File: src/rtl/usb_pkg.sv
// rtl/usb_pkg.sv - shared USB codes, PID constants and CRC16 helper
package usb_pkg;

    localparam int CLKS_PER_BIT_DEF = 9;

    typedef enum logic [2:0] {
        PKT_NONE  = 3'd0,
        PKT_DATA0 = 3'd1,
        PKT_DATA1 = 3'd2,
        PKT_ACK   = 3'd3,
        PKT_NAK   = 3'd4,
        PKT_STALL = 3'd5
    } packet_e;

    localparam logic [3:0] PID_DATA0 = 4'b0011;
    localparam logic [3:0] PID_DATA1 = 4'b1011;
    localparam logic [3:0] PID_ACK   = 4'b0010;
    localparam logic [3:0] PID_NAK   = 4'b1010;
    localparam logic [3:0] PID_STALL = 4'b1110;

    localparam logic [7:0]  SYNC_BYTE  = 8'h80;
    localparam logic [15:0] CRC16_INIT = 16'hFFFF;

    typedef enum logic [2:0] {
        ST_IDLE,
        ST_SYNC,
        ST_PID,
        ST_DATA,
        ST_CRC,
        ST_EOP_SE0,
        ST_EOP_J
    } tx_state_e;

    // PID byte on the wire carries the check nibble in the upper half
    function automatic logic [7:0] pid_byte(input packet_e pkt);
        logic [3:0] p;
        case (pkt)
            PKT_DATA0: p = PID_DATA0;
            PKT_DATA1: p = PID_DATA1;
            PKT_NAK:   p = PID_NAK;
            PKT_STALL: p = PID_STALL;
            default:   p = PID_ACK;
        endcase
        return {~p, p};
    endfunction

    function automatic logic [15:0] crc16_next(input logic [15:0] crc, input logic b);
        logic xr;
        xr = b ^ crc[15];
        return {crc[14] ^ xr, crc[13:2], crc[1] ^ xr, crc[0], xr};
    endfunction

endpackage

File: src/rtl/usb_tx_encoder.sv
// rtl/usb_tx_encoder.sv - bit timer, bit stuffer, NRZI and SE0 line driver
module usb_tx_encoder
    import usb_pkg::*;
#(
    parameter int CLKS_PER_BIT = CLKS_PER_BIT_DEF
) (
    input  logic clk,
    input  logic n_rst,
    input  logic bit_in,
    input  logic eop,
    input  logic stuff_en,
    input  logic strobe,
    output logic ready,
    output logic dp_out,
    output logic dm_out
);

    localparam int TW = $clog2(CLKS_PER_BIT + 1);
    localparam logic [TW-1:0] LAST = TW'(CLKS_PER_BIT - 1);

    logic [TW-1:0] timer;
    logic [2:0]    ones;
    logic          stuff_pending;

    // A new bit is accepted only once the current one has been held its full time
    assign ready = (timer == '0) && !stuff_pending;

    always_ff @(posedge clk or negedge n_rst) begin
        if (!n_rst) begin
            timer         <= '0;
            ones          <= '0;
            stuff_pending <= 1'b0;
            dp_out        <= 1'b1;
            dm_out        <= 1'b0;
        end else if (timer != '0) begin
            timer <= timer - 1'b1;
        end else if (stuff_pending) begin
            dp_out        <= ~dp_out;
            dm_out        <= ~dm_out;
            timer         <= LAST;
            stuff_pending <= 1'b0;
        end else if (strobe) begin
            timer <= LAST;
            if (eop) begin
                // bit_in selects J (1) or SE0 (0) during end of packet
                dp_out <= bit_in;
                dm_out <= 1'b0;
                ones   <= '0;
            end else begin
                if (!bit_in) begin
                    dp_out <= ~dp_out;
                    dm_out <= ~dm_out;
                end
                if (!stuff_en || !bit_in) begin
                    ones <= '0;
                end else if (ones == 3'd5) begin
                    ones          <= '0;
                    stuff_pending <= 1'b1;
                end else begin
                    ones <= ones + 1'b1;
                end
            end
        end
    end

endmodule

File: src/rtl/usb_tx.sv
// rtl/usb_tx.sv - full-speed USB device transmitter: packet FSM, payload fetch and CRC16
module usb_tx
    import usb_pkg::*;
#(
    parameter int CLKS_PER_BIT = CLKS_PER_BIT_DEF
) (
    input  logic       clk,
    input  logic       n_rst,
    input  logic [2:0] tx_packet,
    output logic       tx_transfer_active,
    output logic       get_tx_packet_data,
    input  logic [7:0] tx_packet_data,
    input  logic [6:0] buffer_occupancy,
    output logic       dp_out,
    output logic       dm_out
);

    tx_state_e   state, state_n;
    packet_e     pkt;
    logic [3:0]  bit_cnt;
    logic [7:0]  shift;
    logic [15:0] crc;

    logic       req_ok, is_data, have_byte;
    logic [7:0] pid_b;
    logic       strobe, bit_v, eop, stuff_en, ready;

    assign req_ok    = (tx_packet != 3'd0) && (tx_packet <= 3'd5);
    assign is_data   = (pkt == PKT_DATA0) || (pkt == PKT_DATA1);
    assign have_byte = (buffer_occupancy != 7'd0);
    assign pid_b     = pid_byte(pkt);

    assign tx_transfer_active = (state != ST_IDLE);

    always_comb begin
        state_n            = state;
        strobe             = 1'b0;
        bit_v              = 1'b1;
        eop                = 1'b0;
        stuff_en           = 1'b0;
        get_tx_packet_data = 1'b0;
        case (state)
            ST_IDLE: begin
                // first SYNC bit goes out on the same edge that accepts the request
                if (req_ok) begin
                    strobe  = 1'b1;
                    bit_v   = SYNC_BYTE[0];
                    state_n = ST_SYNC;
                end
            end
            ST_SYNC: begin
                if (ready) begin
                    strobe = 1'b1;
                    bit_v  = SYNC_BYTE[bit_cnt[2:0]];
                    if (bit_cnt == 4'd7) state_n = ST_PID;
                end
            end
            ST_PID, ST_DATA: begin
                if (ready) begin
                    strobe   = 1'b1;
                    stuff_en = 1'b1;
                    bit_v    = (state == ST_PID) ? pid_b[bit_cnt[2:0]] : shift[bit_cnt[2:0]];
                    if (bit_cnt == 4'd7) begin
                        if (!is_data) begin
                            state_n = ST_EOP_SE0;
                        end else if (have_byte) begin
                            get_tx_packet_data = 1'b1;
                            state_n            = ST_DATA;
                        end else begin
                            state_n = ST_CRC;
                        end
                    end
                end
            end
            ST_CRC: begin
                if (ready) begin
                    strobe   = 1'b1;
                    stuff_en = 1'b1;
                    bit_v    = ~crc[15];
                    if (bit_cnt == 4'd15) state_n = ST_EOP_SE0;
                end
            end
            ST_EOP_SE0: begin
                if (ready) begin
                    strobe = 1'b1;
                    eop    = 1'b1;
                    bit_v  = 1'b0;
                    if (bit_cnt == 4'd1) state_n = ST_EOP_J;
                end
            end
            ST_EOP_J: begin
                // bit_cnt 0 launches the J bit, bit_cnt 1 waits for it to finish
                if (ready) begin
                    if (bit_cnt == 4'd0) begin
                        strobe = 1'b1;
                        eop    = 1'b1;
                        bit_v  = 1'b1;
                    end else begin
                        state_n = ST_IDLE;
                    end
                end
            end
            default: state_n = ST_IDLE;
        endcase
    end

    always_ff @(posedge clk or negedge n_rst) begin
        if (!n_rst) begin
            state   <= ST_IDLE;
            pkt     <= PKT_NONE;
            bit_cnt <= '0;
            shift   <= '0;
            crc     <= '0;
        end else begin
            state <= state_n;
            if (state == ST_IDLE) begin
                if (req_ok) begin
                    pkt     <= packet_e'(tx_packet);
                    bit_cnt <= 4'd1;
                    crc     <= CRC16_INIT;
                end
            end else begin
                if (state_n != state || get_tx_packet_data) begin
                    bit_cnt <= '0;
                end else if (strobe) begin
                    bit_cnt <= bit_cnt + 1'b1;
                end
                if (strobe && state == ST_DATA) begin
                    crc <= crc16_next(crc, bit_v);
                end else if (strobe && state == ST_CRC) begin
                    crc <= {crc[14:0], 1'b0};
                end
            end
            if (get_tx_packet_data) shift <= tx_packet_data;
        end
    end

    usb_tx_encoder #(
        .CLKS_PER_BIT(CLKS_PER_BIT)
    ) u_encoder (
        .clk     (clk),
        .n_rst   (n_rst),
        .bit_in  (bit_v),
        .eop     (eop),
        .stuff_en(stuff_en),
        .strobe  (strobe),
        .ready   (ready),
        .dp_out  (dp_out),
        .dm_out  (dm_out)
    );

endmodule
File: config.mk
export PLATFORM = sky130hd
export DESIGN_NAME = usb_tx
export DESIGN_NICKNAME = d
export VERILOG_FILES = /design/src/rtl/usb_pkg.sv /design/src/rtl/usb_tx_encoder.sv /design/src/rtl/usb_tx.sv
export SDC_FILE = /design/constraint.sdc
export NUM_CORES = 1
export LEC_CHECK = 0
export CAP_MARGIN = 20
export CORE_AREA = 2 2 83 61
export CTS_CLUSTER_DIAMETER = 200
export DETAILED_ROUTE_END_ITERATION = 12
export DIE_AREA = 0 0 85 63
export HOLD_SLACK_MARGIN = 0.08
export PLACE_DENSITY_LB_ADDON = 0.2
export SLEW_MARGIN = 0
export SYNTH_ARGS = -nofsm -noshare
export SYNTH_HDL_FRONTEND = slang
export SYNTH_SLANG_ARGS = --single-unit
File: constraint.sdc
create_clock -name clk -period 5.4 [get_ports clk]
set_clock_uncertainty 0.2 [all_clocks]
set_input_delay 0.54 -clock clk [delete_from_list [all_inputs] [get_ports clk]]
set_output_delay 0.54 -clock clk [all_outputs]
set_load 0.1 [all_outputs]
==> metrics.md, run 1 <==
| Metric | Value |
|---|---|
| Detail Route Antenna Nets | `0` |
| Async SR Flop Fraction | `100%` |
| Synth area leaders | `dfrtp_1, mux2_2, o22a_1` |
| Internal power | `~480 uW` |
| Cell Pwr Density | `219 mW/mm2` |
| Arrival time at the worst endpoint | `about 3.4 ns` |
| Crit path launch type | `flip-flop` |
| Vias in the first global route | `1674` |
| Fillers | `about 380` |
| Mapped Area | `about 0.0024 mm2` |
| Most frequent cells in the layout | `dfrtp_1, clkdlybuf4s50_1, nand2_1` |
| Cells after synthesis | `around 240` |
| # IOs | `24` |
| Sw Share | `21.1%` |
| Crit end category | `primary output` |
| Post-synth EDFFs | `0` |
| Post-DP HPWL | `around 3500 um` |
| Final setup fails | `0` |
| CTS resizes | `0` |
| Row count | `21` |
| Average cell area after synthesis | `just over 10 um2` |
| IO buf count | `23` |
| Status | `complete, no violations` |
| GRT Total Usage | `18.9%` |
| Syn Nets | `259` |
| Leakage power | `1.17 nW` |
| Largest area contributor in the netlist | `dfrtp_1` |
| PnR worst setup slack | `roughly 1.2 ns` |
| Die footprint | `around 0.0054 mm2` |
| Die height | `~63 um` |
| Total CTS buffers | `5` |
| Minimum clock period | `about 4.2 ns` |
| Largest net degree at the start of global routing | `between 40 and 50` |
| Placement Cell Area | `0.00267 mm2` |
| Clock latency at the later pin of the worst-skew pair | `approximately 0.3 ns` |
| CTS Root Cell | `clkbuf_8` |
| Least-Margin Pin Slew | `approximately 0.98 ns` |
| Drt pass-1 iters | `5` |
| Share of power burned in combinational logic | `under 10%` |
| Max Fclk | `between 200 and 250 MHz` |
| Syn-to-layout area delta | `15.1%` |
| RSZ-0062 raised after global routing | `no` |
| Slew HR | `34.5%` |
| Chip width | `around 85 um` |
| Final instance area | `between 0.002 and 0.003 mm2` |
| Clock share of power | `42.1%` |
| # diodes | `0` |
| DRC Markers | `0` |
| Clk slew on worst S/H paths | `about 0.090 ns` |
| Post-CTS Setup Bufs | `0` |
| Hold Vio Cnt, Final | `0` |
| Register area share after synthesis | `~46%` |
| Required @ worst endpoint | `around 4.7 ns` |
| Via count | `about 1900` |
| Hold_buf cts | `0` |
| Final Max Slew Viols | `0` |
| Clk buf depth | `2` |
| Final WL | `around 4800 um` |
| Core Footprint | `around 0.0046 mm2` |
| Distinct cell type count after synthesis | `56` |
| Hold WC Path Type | `primary input to async pin` |
| GR Overflow Total | `0` |
| Ratio of cells with drive above 1 in the final layout | `a little over an eighth` |
| Routed vias/inst | `6.04` |
| Yosys reg bits | `44` |
| Sum Neg Setup Slack | `0 ns` |
| Final Util | `about three fifths` |
| Commonest non-fill, non-tap cell in the layout | `dfrtp_1` |
| CTS tree | `done` |
| Peak VDD IR | `around 0.22 mV` |
| Synth warnings | `0` |
| DR iter-0 viols | `90` |
| WS Path Type | `flip-flop to primary output` |
| Global-route wire length before repair | `approximately 8000 um` |
| Place WS | `approximately 1.4 ns` |
| Hold WS | `between 0.15 and 0.2 ns` |
| Initial antenna violation count | `0` |
| Psw | `approximately 130 uW` |
| Wire per inst | `about 15 um` |
| CTS HTree Levels | `2` |
| Tcrit/Tclk final | `between 70% and 80%` |
| Synth top area share | `between 40 and 50%` |
| Sequential power share | `a little over half` |
| Starting Density | `roughly 53%` |
| Final GP Congestion | `around 0.95` |
| Crit-path max FO | `7` |
| Max cap viols | `0` |
| Top_reg_cell synth | `dfrtp_1` |
| Clock Sinks | `44` |
| Fin nets | `278` |
-- area by class of cell --
class / instances / area (um2) / share of cell area, %
Multi-Input combinational cell: 171 / 1240 / 44.5
Clock buffer: 5 / 68.8 / 2.47
Clock inverter: 3 / 46.3 / 1.66
Sequential cell: 44 / 1100 / 39.5
Inverter: 9 / 33.8 / 1.21
Tap cell: 57 / 71.3 / 2.56
Timing Repair Buffer: 23 / 225 / 8.08
-- power groups by stage --
stage	combinational [mW]	sequential [mW]	clock, mW
after detailed placement	0.0229	0.338	0
after CTS	0.0228	0.331	0.262
final	0.0220	0.331	0.257
after global placement	0.0224	0.338	0
after floorplan	0.00350	0.337	0
after global routing	0.0248	0.332	0.279
-- final timing paths --
kind,depth (start not counted),slack (ns),startpoint,to
min in group clk,1,0.30,crc[13]$_DFFE_PN0P_,crc[13]$_DFFE_PN0P_
max reg2reg,7,2.27,u_encoder.timer[1]$_DFFE_PN0P_,bit_cnt[3]$_DFFE_PN0P_
max,4,1.22,u_encoder.timer[0]$_DFFE_PN0P_,get_tx_packet_data
max in group asynchronous,1,4.23,n_rst,u_encoder.timer[0]$_DFFE_PN0P_
min,1,0.18,n_rst,crc[8]$_DFFE_PN0P_
min reg2reg,1,0.30,crc[13]$_DFFE_PN0P_,crc[13]$_DFFE_PN0P_
-- per-layer routing --
| layer | vias up | GRT usage (%) | part of all wire (%) |
|---|---|---|---|
| li1 | 930 | - | - |
| met1 | 891 | 29.1 | 50 |
| met2 | 59 | 26.1 | 42 |
| met3 | 6 | 5.42 | 7.2 |
| met4 | 0 | 4.76 | 0.92 |
| met5 | - | 0 | 0 |
-- through the flow --
step	std cells	total power, mW
after detailed placement	304	0.361
final	312	0.610
after global routing	312	0.635
after CTS	312	0.616
after floorplan	235	0.340
after global placement	304	0.360
-- state kept, by name, summed over array words and instances (netlist names) --
register,count
u_encoder.dm_out,1
u_encoder.ones,3
crc,16
u_encoder.timer,4
u_encoder.dp_out,1
state,3
shift,8
bit_cnt,4
pkt,3
u_encoder.stuff_pending,1
-- synthesized netlist by cell type (3+ instances only) --
cell type  instances
o41ai_1            5
dfrtp_1           43
nor3_1             6
nand2b_1           4
buf_2              3
o21ai_0           17
a31oi_1            4
a21oi_1            6
or3_1              4
nor4_1             3
o22a_1            13
mux2_2            11
nand4_1            3
nand3_1            6
clkbuf_1           7
ha_1               4
nor2_1            14
nor3b_1            3
nand2_1           19
a21o_1             4
mux2i_1            4
inv_1              9
-- worst max-delay path, cell delays in order (launching register included) --
cell and delay, ns:
dfrtp_1 0.45, or4_1 0.66, or4_4 0.55, nor3_1 0.30, clkdlybuf4s50_1 1.19
-- cells by family (layout without fill, tap and decap cells) --
logic type               Yosys count  count (layout)  share of synthesized area, %
AO/OA/AOI/OAI                     68              68                          20.9
adder cells (fa/ha/maj)            5               5                          2.48
flip-flops                        44              44                          45.5
XOR/XNOR                           3               3                          1.09
multiplexers                      17              17                          8.63
AND/OR/NAND/NOR                   78              78                          18.1
buffers and inverters             20              40                          3.26
Power figures use the tool's default switching activity.
==> run 2, diff against run 1 <==
Settings changed: CORE_AREA 2 2 83 61 to 2 2 86 63, DIE_AREA 0 0 85 63 to 0 0 88 65.
Clock period 5.4 ns to 3.68 ns, I/O delays scaled along.
==> run 2 against run 1 <==
Against the previous run:
- die area grew 6.8%
- flip-flop and latch count is the same
- clock-buffer cell count grew 3
- first-iteration DRC count grew 92%
- non-clock buffer count grew 5
- sequential power grew 47%
- via count grew 2.7%
- global-route usage grew 0.52 points
- sequential share of layout area shrank 0.47 points
- critical path depth is the same
- final cell count grew 6.4%
- wire length grew 6.6%
==> metrics.md, run 2 (synthesis results as in run 1) <==
| Metric | Value |
|---|---|
| Commonest non-fill, non-tap cell in the layout | `dfrtp_1 (unchanged)` |
| Hold Path Depth | `1` |
| Starting Density | `48.6% (was 52.7%)` |
| Final WL | `5100 um (was 4790 um)` |
| Crit end category | `primary output (unchanged)` |
| DRC Markers | `0 (unchanged)` |
| Row count | `22 (was 21)` |
| Total CTS buffers | `5 (unchanged)` |
| Post-CTS Setup Bufs | `0 (unchanged)` |
| WL met1 | `2640 um (was 2390 um)` |
| Highest signal layer in the routed design | `met4 (unchanged)` |
| Clock latency at the later pin of the worst-skew pair | `0.29 ns (was 0.30 ns)` |
| Clock Sinks | `44 (unchanged)` |
| WS Path Type | `flip-flop to primary output (unchanged)` |
| Peak VDD IR | `0.137 mV (was 0.217 mV)` |
| Post-DP HPWL | `3720 um (was 3450 um)` |
| Placed cells | `323 (was 304)` |
| Via count | `1937 (was 1886)` |
| Crit path launch type | `flip-flop (unchanged)` |
| Clk slew on worst S/H paths | `0.08 ns (was 0.09 ns)` |
| Met3 routed WL | `271 um (was 345 um)` |
| Most flop-heavy register | `crc (unchanged)` |
| Ratio of cells with drive above 1 in the final layout | `15.4% (was 13.7%)` |
| Place WS | `0.744 ns (was 1.42 ns)` |
| RSZ-0062 raised after global routing | `no (unchanged)` |
| Least-Margin Pin Slew | `0.960 ns (was 0.980 ns)` |
| Hold WS | `0.293 ns (was 0.180 ns)` |
| R2R setup slack | `0.75 ns (was 2.27 ns)` |
| Initial antenna violation count | `0 (unchanged)` |
| Cell Pwr Density | `293 mW/mm2 (was 219 mW/mm2)` |
| Hold Vio Cnt, Final | `0 (unchanged)` |
| Status | `complete, no violations (unchanged)` |
| CTS tree | `done (unchanged)` |
| Leakage power | `1.18 nW (was 1.17 nW)` |
| # diodes | `0 (unchanged)` |
| Minimum clock period | `~3.1 ns` |
| Max reg flops | `16 (unchanged)` |
| Vias in the first global route | `1759 (was 1674)` |
| Die footprint | `0.00572 mm2 (was 0.00536 mm2)` |
| Slew HR | `35.8% (was 34.5%)` |
| GRT Total Usage | `19.5% (was 18.9%)` |
| Required @ worst endpoint | `3.11 ns (was 4.66 ns)` |
| IO buf count | `23 (unchanged)` |
| Max Fclk | `roughly 330 MHz` |
| GR Overflow Total | `0 (unchanged)` |
| DR iter-0 viols | `173 (was 90)` |
| Most frequent cells in the layout | `dfrtp_1, clkdlybuf4s50_1, nand2_1 (unchanged)` |
| Die height | `65 um (was 63 um)` |
| Cell Count, Final, Fillers Out | `332 (was 312)` |
| PnR worst setup slack | `0.629 ns (was 1.22 ns)` |
| Sum Neg Setup Slack | `0 ns (unchanged)` |
| RR Startpoint | `bit_cnt[1]$_DFFE_PN0P_ (was u_encoder.timer[1]$_DFFE_PN0P_)` |
| Chip width | `88 um (was 85 um)` |
| Critical hold path startpoint | `crc[11]$_DFFE_PN0P_` |
| Arrival time at the worst endpoint | `2.48 ns (was 3.44 ns)` |
| Hold WC Path Type | `flip-flop to flip-flop (was primary input to async pin)` |
| Crit-path max FO | `7 (unchanged)` |
| Final GP Congestion | `0.862 (was 0.946)` |
| Tcrit/Tclk final | `82.9%` |
| # IOs | `24 (unchanged)` |
| Global-route wire length before repair | `8560 um (was 8040 um)` |
| Final Max Slew Viols | `0 (unchanged)` |
| Core Footprint | `0.00498 mm2 (was 0.00460 mm2)` |
| Max cap viols | `0 (unchanged)` |
| Met2 wire length | `2150 um (was 2010 um)` |
| Final setup fails | `0 (unchanged)` |
| R2r endpoint | `u_encoder.ones[2]$_DFFE_PN0P_ (was bit_cnt[3]$_DFFE_PN0P_)` |
| CTS HTree Levels | `2 (unchanged)` |
| R2r worst-path depth | `8 (was 7)` |
| Drt pass-1 iters | `4 (was 5)` |
| Top flop regs | `crc x16, shift x8 (unchanged)` |
| Detail Route Antenna Nets | `0 (unchanged)` |
| Fin nets | `283 (was 278)` |
| Fillers | `431 (was 381)` |
| Syn-to-layout area delta | `16.5% (was 15.1%)` |
| Routed vias/inst | `5.83 (was 6.04)` |
| CTS Root Cell | `clkbuf_8 (unchanged)` |
| Largest net degree at the start of global routing | `45 (unchanged)` |
| Clk buf depth | `2 (unchanged)` |
| Worst Hold Path EP | `crc[11]$_DFFE_PN0P_` |
| Wire per inst | `15.4 um (was 15.3 um)` |
[run 2: power breakdown]
part | switching, mW | internal [mW] | leakage [nW]
sequential | 0.00292 | 0.484 | 0.580
clock | 0.154 | 0.153 | 0.0455
combinational | 0.0138 | 0.0194 | 0.559
total | 0.171 | 0.656 | 1.18
[run 2: worst max path at each step]
| stage | end | cells past startpoint | slack (ns) | from |
|---|---|---|---|---|
| 2_1_floorplan | get_tx_packet_data | 4 | 0.33 | u_encoder.timer[1]$_DFFE_PN0P_ |
| 3_3_place_gp | u_encoder.ones[2]$_DFFE_PN0P_ | 8 | 0.83 | bit_cnt[1]$_DFFE_PN0P_ |
| 3_5_place_dp | u_encoder.ones[2]$_DFFE_PN0P_ | 8 | 0.74 | bit_cnt[1]$_DFFE_PN0P_ |
| 4_1_cts | get_tx_packet_data | 4 | 0.61 | u_encoder.timer[1]$_DFFE_PN0P_ |
| 5_1_grt | bit_cnt[3]$_DFFE_PN0P_ | 9 | 0.44 | bit_cnt[1]$_DFFE_PN0P_ |
| 6_report | get_tx_packet_data | 4 | 0.63 | u_encoder.timer[0]$_DFFE_PN0P_ |
[run 2: repair_timing]
action / CTS / global route
resized for setup: 0 / 0
hold endpoints to repair: 43 / 0
hold buffers: 1 / 0
[run 2: worst max-delay path, cell delays in order (launching register included)]
cell and delay (ns):
dfrtp_1 0.45, or4_1 0.67, or4_4 0.58, nor3_2 0.18, buf_4 0.31
[run 2: metal layers]
layer,vias up,GRT usage (%)
li1,935,-
met1,939,30.2
met2,56,27.3
met3,7,4.59
met4,0,4.42
met5,-,0
[run 2: area by class of cell]
type	instances	area, um2	share of cell area, %
multi-input cells	171	1240	44.1
well taps	72	90.1	3.19
repair buffers	28	260	9.22
inverters	9	33.8	1.20
clock buffers	8	90.1	3.19
flip-flops and latches	44	1100	39.1
[run 2: through the flow]
step / cell area, um2 / util (%) / power, mW
after floorplan: 2430 / - / 0.499
after global placement: 2720 / 54.6 / 0.529
after detailed placement: 2720 / 54.6 / 0.530
after CTS: 2820 / 56.6 / 0.840
after global routing: 2820 / 56.6 / 0.866
final: 2820 / 56.6 / 0.827
